**src/rtl/adder_multicycle.sv**
```systemverilog
// WIDTH-bit add (and X-Y when ADDER_SUB_EN is defined) with sign/zero/carry/parity/overflow flags, CHUNK bits per cycle.
// Latency WIDTH/CHUNK cycles from accept to out_valid; throughput one result per WIDTH/CHUNK+1 cycles.
// Backpressure: result and flags hold in DONE while out_ready=0; in_ready stays low until the result is taken.
module adder_multicycle #(
    parameter int WIDTH = 32,
    parameter int CHUNK = 8
) (
    input  logic             clk,
    input  logic             rst_n,
    input  logic             in_valid,
    output logic             in_ready,
    input  logic [WIDTH-1:0] X,
    input  logic [WIDTH-1:0] Y,
`ifdef ADDER_SUB_EN
    input  logic             sub,
`endif
    output logic             out_valid,
    input  logic             out_ready,
    output logic [WIDTH-1:0] Z,
    output logic             sign,
    output logic             zero,
    output logic             carry,
    output logic             parity,
    output logic             overflow
);
    localparam int NCHUNK = WIDTH / CHUNK;
    localparam int KW     = (NCHUNK > 1) ? $clog2(NCHUNK) : 1;
    localparam logic [KW-1:0] KLAST = KW'(NCHUNK - 1);

    typedef enum logic [1:0] {IDLE, BUSY, DONE} state_t;

    state_t           state;
    logic [WIDTH-1:0] xr, yr, wr, wnext, yp;
    logic             cin, sub_i, accept, msb_cin;
    logic [KW-1:0]    k;
    logic [CHUNK-1:0] xc, yc;
    logic [CHUNK:0]   csum;

`ifdef ADDER_SUB_EN
    assign sub_i = sub;
`else
    assign sub_i = 1'b0;
`endif

    // Subtraction is X + ~Y + 1: the +1 enters as the initial carry-in.
    assign yp       = sub_i ? ~Y : Y;
    assign in_ready = rst_n && ((state == IDLE) || ((state == DONE) && out_ready));
    assign accept   = in_valid && in_ready;

    always_comb begin
        xc    = xr[int'(k)*CHUNK +: CHUNK];
        yc    = yr[int'(k)*CHUNK +: CHUNK];
        csum  = {1'b0, xc} + {1'b0, yc} + {{CHUNK{1'b0}}, cin};
        // Sum bit = a ^ b ^ carry_in, so the carry into the top bit is recoverable from the chunk sum.
        msb_cin = xc[CHUNK-1] ^ yc[CHUNK-1] ^ csum[CHUNK-1];
        wnext = wr;
        wnext[int'(k)*CHUNK +: CHUNK] = csum[CHUNK-1:0];
    end

    always_ff @(posedge clk or negedge rst_n) begin
        if (!rst_n) begin
            state     <= IDLE;
            xr        <= '0;
            yr        <= '0;
            wr        <= '0;
            cin       <= 1'b0;
            k         <= '0;
            out_valid <= 1'b0;
            Z         <= '0;
            sign      <= 1'b0;
            zero      <= 1'b0;
            carry     <= 1'b0;
            parity    <= 1'b0;
            overflow  <= 1'b0;
        end else begin
            case (state)
                IDLE: begin
                    if (accept) begin
                        xr    <= X;
                        yr    <= yp;
                        cin   <= sub_i;
                        k     <= '0;
                        state <= BUSY;
                    end
                end
                BUSY: begin
                    wr  <= wnext;
                    cin <= csum[CHUNK];
                    if (k == KLAST) begin
                        k         <= '0;
                        state     <= DONE;
                        out_valid <= 1'b1;
                        Z         <= wnext;
                        sign      <= wnext[WIDTH-1];
                        zero      <= ~|wnext;
                        parity    <= ~^wnext;
                        carry     <= csum[CHUNK];
                        overflow  <= msb_cin ^ csum[CHUNK];
                    end else begin
                        k <= k + KW'(1);
                    end
                end
                DONE: begin
                    if (out_ready) begin
                        out_valid <= 1'b0;
                        if (accept) begin
                            xr    <= X;
                            yr    <= yp;
                            cin   <= sub_i;
                            k     <= '0;
                            state <= BUSY;
                        end else begin
                            state <= IDLE;
                        end
                    end
                end
                default: state <= IDLE;
            endcase
        end
    end
endmodule

```
**config.mk**
```make
export PLATFORM = sky130hd
export DESIGN_NAME = adder_multicycle
export DESIGN_NICKNAME = d
export VERILOG_FILES = /design/src/rtl/adder_multicycle.sv
export SDC_FILE = /design/constraint.sdc
export NUM_CORES = 1
export LEC_CHECK = 0
export CORE_ASPECT_RATIO = 1.2
export CORE_MARGIN = 4
export CORE_UTILIZATION = 58
export CTS_CLUSTER_SIZE = 24
export DETAILED_ROUTE_END_ITERATION = 7
export PLACE_DENSITY_LB_ADDON = 0.3
export SLEW_MARGIN = 20
export SYNTH_ARGS = -nofsm -noshare
export SYNTH_HDL_FRONTEND = slang
export SYNTH_SLANG_ARGS = --single-unit
```
**constraint.sdc**
```tcl
create_clock -name clk -period 8.2 [get_ports clk]
set_clock_uncertainty 0.05 [all_clocks]
set_input_delay 1.64 -clock clk [delete_from_list [all_inputs] [get_ports clk]]
set_output_delay 1.64 -clock clk [all_outputs]
set_load 0.005 [all_outputs]
```
==> metrics <==
Ports ~110; Die H roughly 130 um; endpoint type of the worst setup path register; clock buffer depth 2; Setup Buffers After CTS 0; Post-CTS Resized 0; layout filler cell count around 810; Clock Sinks between 100 and 150; H-tree depth 4; most common cell after layout, fill and taps aside dfrtp_1; Die ar. 13600 um2; period utilization 0.562; global-route wire length before repair roughly 26 mm; Root Driver clkbuf_16; Lkg Pwr roughly 3.7 nW; Synth cell types 43; Gate Count Post-Synth 565; M2 GR Usage 0.439; PortBufs about 110; via count about 4800; sequential share of the synthesized area 0.507; Total Wirelength approximately 16 mm; Synthesized Nets roughly 660; initial antenna violation count 0; TritonCTS Buffers 17; routing usage on met3 0.0539; Worst Setup Start Kind register; CTS tree built; n_diodes 0; clk slew on worst S/H paths 60 ps; final setup margin about 3600 ps; Final #Nets between 700 and 800; Slew Viols, Final 0; VDD IR max approximately 0.32 mV; busiest grt layer met2; Finished Core Util 0.745; share of cells above drive strength 1 0.195; HPWL after detailed placement between 10 and 15 mm; Crit Path Class reg -> reg; Min Clock Period, post-route 4610 ps; commonest cells after routing, fill and taps aside 138 x dfrtp_1, 105 x clkdlybuf4s50_1, 64 x mux2_2, 61 x nand2_1, 49 x o21ai_0; largest cells by area after synthesis dfrtp_1 51%, mux2_2 11%, ha_1 5.3%; max-cap violation count 0; row count 43; Worst slew margin 0.298; Final Non-Filler Cells 840; Worst Tran Pin Value ~1000 ps; outcome finished clean; CP most frequent cell xnor2_1; total track usage 0.244; RSZ-0062 raised after global routing no; critical path, cell by cell mux4_2 > fa_1 > fa_1 > a21o_1 > a21oi_2 > xnor2_1 > a21oi_1 > ha_1 > xnor2_1 > xnor2_1 > xnor2_1 > xnor2_1 > o21ai_0; crit path max fanout 21; DR iter-0 viols between 200 and 250; Final ANT Viol Nets 0; Layout area overhead 25.9%; post-synth top area share 0.507; Hold WS 424 ps; yosys warns 0; Crit-path slowest cell dfrtp_1; Synth Area per Inst 12.1 um2; Detailed Routing Iterations Pass 1 4; final hold violation count 0; met1 global-route usage 0.284; PD cells 512 nW/um2; post-DR wirelength/cell roughly 19 um; endpoints failing setup 0; Post-CTS Hold Buffers 0; synthesized area about 6800 um2; data arrival time of the worst path ~4800 ps; #FFs+latches synth about 140; clk_lat worst skew 410 ps; Core ar. approximately 12000 um2; Register Area around 3500 um2; Worst Hold Class reg -> reg; Place WS between 3000 and 4000 ps; DRC 0; Fmax between 200 and 250 MHz; CP max stage delay between 800 and 900 ps; global route overflow 0; vias per inst between 5 and 6; Critical Path RT 8420 ps; pin count of the biggest net entering global routing 85; largest area contributor in the netlist dfrtp_1; die width about 110 um; multi-input logic area between 3000 and 4000 um2; gpl congestion between 0.8 and 0.9; Initial Util 0.592; setup TNS 0 ps; placed cells between 800 and 900; vias in the first global route approximately 5300
-- synth_stat cells (all sizes together) --
cell,instances
a211o,1
a211oi,1
a21o,4
a21oi,42
a22o,16
a31o,5
a31oi,1
a32o,1
and2,5
buf,14
clkbuf,11
dfrtp,138
fa,2
ha,29
inv,7
mux2,64
mux2i,8
mux4,16
nand2,62
nand2b,1
nand3,9
nand4,5
nor2,6
nor2b,33
nor3,3
nor4b,1
nor4bb,1
o211a,1
o211ai,1
o21ai,50
o21bai,1
o31ai,2
or3,1
or4,1
xnor2,18
xor2,4
-- final timing paths --
check                                        from  slack [ps]  cells past startpoint                 end
worst max-delay path             k[1]$_DFFE_PN0P_        3590                     13  parity$_DFFE_PN0P_
worst min-delay path            Z[26]$_DFFE_PN0P_         420                      2   Z[26]$_DFFE_PN0P_
worst max register to register   k[1]$_DFFE_PN0P_        3590                     13  parity$_DFFE_PN0P_
worst min register to register  Z[26]$_DFFE_PN0P_         420                      2   Z[26]$_DFFE_PN0P_
max in group asynchronous                   rst_n        5890                      2   yr[1]$_DFFE_PN0P_
min in group asynchronous                   rst_n        1110                      1    Z[5]$_DFFE_PN0P_
-- cell type report --
cell class                      instances  share of cell area
Multi-Input combinational cell        395               0.375
Sequential cell                       138               0.403
Timing Repair Buffer                  111               0.129
Inverter                                7             0.00306
Tap cell                              157              0.0229
Clock inverter                         10              0.0108
Clock buffer                           22              0.0565
-- metrics by stage --
stage,area (um2),power (mW)
2_1_floorplan,6810,2.89
3_3_place_gp,8000,3.52
3_5_place_dp,8000,3.61
4_1_cts,8570,4.38
5_1_grt,8580,4.67
6_report,8580,4.39
-- cells by family (layout without fill, tap and decap cells) --
family	Yosys count	in the layout	synth area share
buf+inv	32	150	0.0220
flops	138	138	0.507
compound gates	126	126	0.113
mux	88	88	0.170
xor+xnor	22	22	0.0305
simple gates	128	128	0.0984
fa+ha+maj	31	31	0.0591
-- state kept, by name, summed over array words and instances (netlist names) --
signal and count:
k 2, Z 32, state 2, wr 32
out_valid 1, xr 32, parity 1, zero 1
overflow 1, cin 1, carry 1, yr 32
-- critical path: cells and delay by family, from the launching register on --
kind / cells / cell delay (ps)
fa+ha+maj: 3 / 1280
compound gates: 4 / 760
mux: 1 / 430
flops: 1 / 890
xor+xnor: 5 / 1070
-- power breakdown --
part	internal, mW	switching, mW	total (mW)
logic	1.12	1.38	2.50
clock network	0.449	0.288	0.736
registers	0.975	0.180	1.15
-- per-layer routing --
metal,vias up,part of all wire
met5,-,0
li1,2233,-
met2,142,0.53
met3,35,0.044
met1,2424,0.40
met4,0,0.024
No activity file was read; power rests on OpenSTA's default activity.
==> variant 1: new RTL, same settings <==
`WIDTH`: 32 -> 16.
--- a/src/rtl/adder_multicycle.sv
+++ b/src/rtl/adder_multicycle.sv
@@ -2,7 +2,7 @@
 // Latency WIDTH/CHUNK cycles from accept to out_valid; throughput one result per WIDTH/CHUNK+1 cycles.
 // Backpressure: result and flags hold in DONE while out_ready=0; in_ready stays low until the result is taken.
 module adder_multicycle #(
-    parameter int WIDTH = 32,
+    parameter int WIDTH = 16,
     parameter int CHUNK = 8
 ) (
     input  logic             clk,
Interface: changed (resized X, Y and Z); port bits go from 107 to 59. No check against the original RTL was run, so the function may have changed too.
==> variant 1 against the unedited design <==
Sequential share of layout area grew 1.4 points; sequential cell count shrank 65; routed wire length shrank 56%; count of clock-buffer cells in the layout shrank 9; final area shrank 49%; hold slack lost 0.0027 ns; via count shrank 49%; worst setup slack lost 0.47 ns; area after synthesis shrank 47%; global-route usage shrank 3.8 points.
Power is left out: the tool's default activity adds up to more than one toggle a clock period on the data nets, which glitch-free logic cannot reach.
==> variant 1: results <==
{
  "holdPathEnd": "Z[6]$_DFFE_PN0P_",
  "outcome": "complete, no violations",
  "multi_input_comb_cells": 228,
  "use_met2_pct": 36.70,
  "register_area_um2": 1827,
  "timing.final.crit_share_pct": 61.93,
  "synth_cell_types": 37,
  "critical-path-max-stage-delay_ns": 0.69,
  "finalNetCount": 433,
  "grt_first_pass_wirelength_um": 11870,
  "r2r_start": "k$_DFFE_PN0P_",
  "ys_top_cells_by_count": "dfrtp_1, nand2_1, mux2_2",
  "cp_max_fo": 74,
  "grt_max_degree": 75,
  "num_vias": 2482,
  "drive_above_1_share_pct": 18.18,
  "clock-sinks": 73,
  "nFillCells": 437,
  "die_area_um2": 7522,
  "holdWs_ns": 0.4216,
  "final_cell_area_um2": 4380,
  "dp_cells": 451,
  "synthesis.nets": 378,
  "arrival_ns": 3.39,
  "use_met1_pct": 23.56,
  "crit_family": "buffers and inverters",
  "r2r_slack_ns": 3.96,
  "hpwlAfterDp_um": 4873,
  "min_from": "Z[6]$_DFFE_PN0P_",
  "route.met2.wl_um": 3663,
  "via_per_inst": 5.315,
  "port_buffers": 58,
  "grt_use_total_pct": 20.65,
  "root_buffer": "clkbuf_8",
  "synthTopCellsByArea": "dfrtp_1, mux2_2, nand2_1",
  "detailedPlace.worstSlack_ns": 3.068,
  "cts_buffers": 9,
  "critPathLaunch": "rst_n"
}
## variant 1: cell count changes after synthesis, sizes merged, moves of 10 or more
cell and change:
dfrtp -65, o21ai -25, mux4 -16, a22o -16
a21oi -27, ha -14, xnor2 -10, nor2b -33
nor2 +11, mux2 -19
## variant 1: cells by family (layout without fill, tap and decap cells)
group / after synthesis / after routing / share of synthesized area, %
AND/OR/NAND/NOR: 88 / 88 / 10.14
multiplexers: 49 / 49 / 15.33
XOR/XNOR: 14 / 14 / 3.623
buffers and inverters: 24 / 84 / 3.552
flip-flops: 73 / 73 / 50.85
adder cells (fa/ha/maj): 17 / 17 / 6.339
AO/OA/AOI/OAI: 60 / 60 / 10.17
## variant 1: worst reg2reg max path, delay by kind of cell (launching register included)
family | cells | cell delay (ns)
DFF | 1 | 0.78
adders and majority gates | 3 | 1.09
xor gates and xnor gates | 4 | 0.88
muxes | 1 | 0.14
and+or+nand+nor | 1 | 0.16
AOI/OAI and AO/OA | 4 | 0.64
buffers and inverters | 1 | 0.37
==> variant 2: new RTL, same flow settings <==
Without the edit above. Encoding of `state_t`: now one-hot (3 bits for 3 states).
--- a/src/rtl/adder_multicycle.sv
+++ b/src/rtl/adder_multicycle.sv
@@ -27,7 +27,7 @@
     localparam int KW     = (NCHUNK > 1) ? $clog2(NCHUNK) : 1;
     localparam logic [KW-1:0] KLAST = KW'(NCHUNK - 1);
 
-    typedef enum logic [1:0] {IDLE, BUSY, DONE} state_t;
+    typedef enum logic [2:0] {IDLE = 3'b001, BUSY = 3'b010, DONE = 3'b100} state_t;
 
     state_t           state;
     logic [WIDTH-1:0] xr, yr, wr, wnext, yp;
Formal check against the unedited RTL: same outputs for any inputs over 10 cycles, from zero or initial values and one cycle with rst_n low; not proved beyond that.
==> variant 2 against the unedited design <==
Die area rose by 1.9%; maximum frequency fell by 6.6%; hold slack barely moved; area after synthesis rose by 2.0%; sequential cell count rose by 1; final area rose by 1.8%; worst setup slack got worse by 0.33 ns; critical path depth rose by 1; power fell by 29%; final cell count rose by 1.5%; routed wire length rose by 6.1%; highest routed layer unchanged.
==> variant 2: results <==
{
  "outcome": "complete, no violations",
  "cp_max_fo": 21,
  "r2r_slack_ns": 3.27,
  "via_per_inst": 5.978,
  "clock_latency_ns": 0.41,
  "drive_above_1_share_pct": 19.54,
  "ys_top_cells_by_count": "dfrtp_1, nand2_1, mux2_2",
  "finalNetCount": 782,
  "r2r_start": "k[1]$_DFFE_PN0P_",
  "synthesis.nets": 680,
  "whs_path_depth": 2,
  "worstRegToRegCells": 14,
  "drt_iter0_drc": 380,
  "routed_wirelength_um": 16670,
  "grt_first_pass_wirelength_um": 27560,
  "grt_antenna_before_repair": 0,
  "worst_ir_drop_vdd_mv": 0.2469,
  "grt_pass1_vias": 5507,
  "holdBufCountCts": 0,
  "relSlewSlack_pct": 29.02,
  "arrival_ns": 5.17,
  "hpwlAfterDp_um": 11550,
  "synthTopCellsByArea": "dfrtp_1, mux2_2, ha_1",
  "dr.pass1.iters": 5,
  "dpl_cell_area_um2": 8107,
  "ys_warn_count": 0,
  "clockBufferDepth": 2,
  "synth_cell_types": 56,
  "cts_resized": 0,
  "worstSetupEndpoint": "parity$_DFFE_PN0P_",
  "finalWeightedCongestion": 0.8815,
  "grt_use_total_pct": 25.72,
  "ys_seq_area_share_pct": 50.06,
  "antenna_cells": 0,
  "critical-path-max-stage-delay_ns": 0.93,
  "power_leakage_nw": 3.713,
  "nFillCells": 766,
  "grt_max_degree": 98
}
## variant 2: cell types whose count changed in the layout (fill, tap and decap cells not counted), moves of 2 or more
| cell | change |
|---|---|
| mux2_2 | -6 |
| mux2_4 | +6 |
| o21ai_0 | -6 |
| a21oi_1 | +5 |
| nor2_1 | +5 |
| a31o_1 | -3 |
| clkinv_4 | -3 |
| a31o_2 | +2 |
| bufinv_16 | +2 |
| clkinvlp_4 | +2 |
| nand2b_1 | +2 |
| nand3b_1 | +2 |
| or3_1 | +2 |
## variant 2: cells by family after synthesis
group / after synthesis / synth area share (%)
fa+ha+maj: 31 / 5.797
mux: 88 / 17.03
xor+xnor: 22 / 2.880
flops: 139 / 50.06
buf+inv: 35 / 2.484
simple gates: 138 / 10.44
compound gates: 128 / 11.31
## variant 2: cell type report
| type | instances | area share (%) |
|---|---|---|
| sequential | 139 | 39.87 |
| multi-input combinational | 407 | 37.86 |
| timing repair buffer | 111 | 12.60 |
| clock buffer | 21 | 5.505 |
| tap | 157 | 2.251 |
| clock inverter | 11 | 1.620 |
| inverter | 7 | 0.3010 |
## variant 2: critical path: cells and delay by family (launching register included)
kind / cells / cell delay [ns]
AOI/OAI and AO/OA: 5 / 0.87
xor gates and xnor gates: 5 / 1.23
adders and majority gates: 3 / 1.25
DFF: 1 / 0.93
muxes: 1 / 0.46
## variant 2: metal layers
metal  part of all wire, %  global-route usage (%)  vias up  wire length [um]
met4                   3.9                   12.63        0               653
li1                      -                       -     2286                 -
met2                    52                   44.07      225              8688
met5                     0                       0        -                 0
met3                   6.2                   5.592       55              1034
met1                    38                   30.60     2533              6295
## variant 2: worst min-delay path by stage
stage	endpoint	startpoint
after detailed placement	wr[3]$_DFFE_PN0N_	wr[3]$_DFFE_PN0N_
after floorplan	wr[0]$_DFFE_PN0N_	wr[0]$_DFFE_PN0N_
after global placement	wr[25]$_DFFE_PN0N_	wr[25]$_DFFE_PN0N_
final	wr[3]$_DFFE_PN0N_	wr[3]$_DFFE_PN0N_
after global routing	wr[2]$_DFFE_PN0N_	wr[2]$_DFFE_PN0N_
after CTS	wr[3]$_DFFE_PN0N_	wr[3]$_DFFE_PN0N_
## variant 2: stage by stage
stage | utilization, % | hold slack [ns] | setup slack [ns] | std cells
6_report | 75.11 | 0.4241 | 3.266 | 853
5_1_grt | 75.11 | 0.4507 | 2.977 | 853
4_1_cts | 75.11 | 0.4269 | 3.263 | 853
3_5_place_dp | 69.76 | 0.4144 | 3.267 | 821
3_3_place_gp | 69.76 | 0.4061 | 3.316 | 821
2_1_floorplan | - | 0.3922 | 3.888 | 581
## variant 2: where the power goes
group	total [mW]	internal, mW	leakage, nW	switching, mW
Combinational	1.42	0.618	1.64	0.801
Clock	0.792	0.509	0.301	0.284
Sequential	0.898	0.819	1.77	0.0785
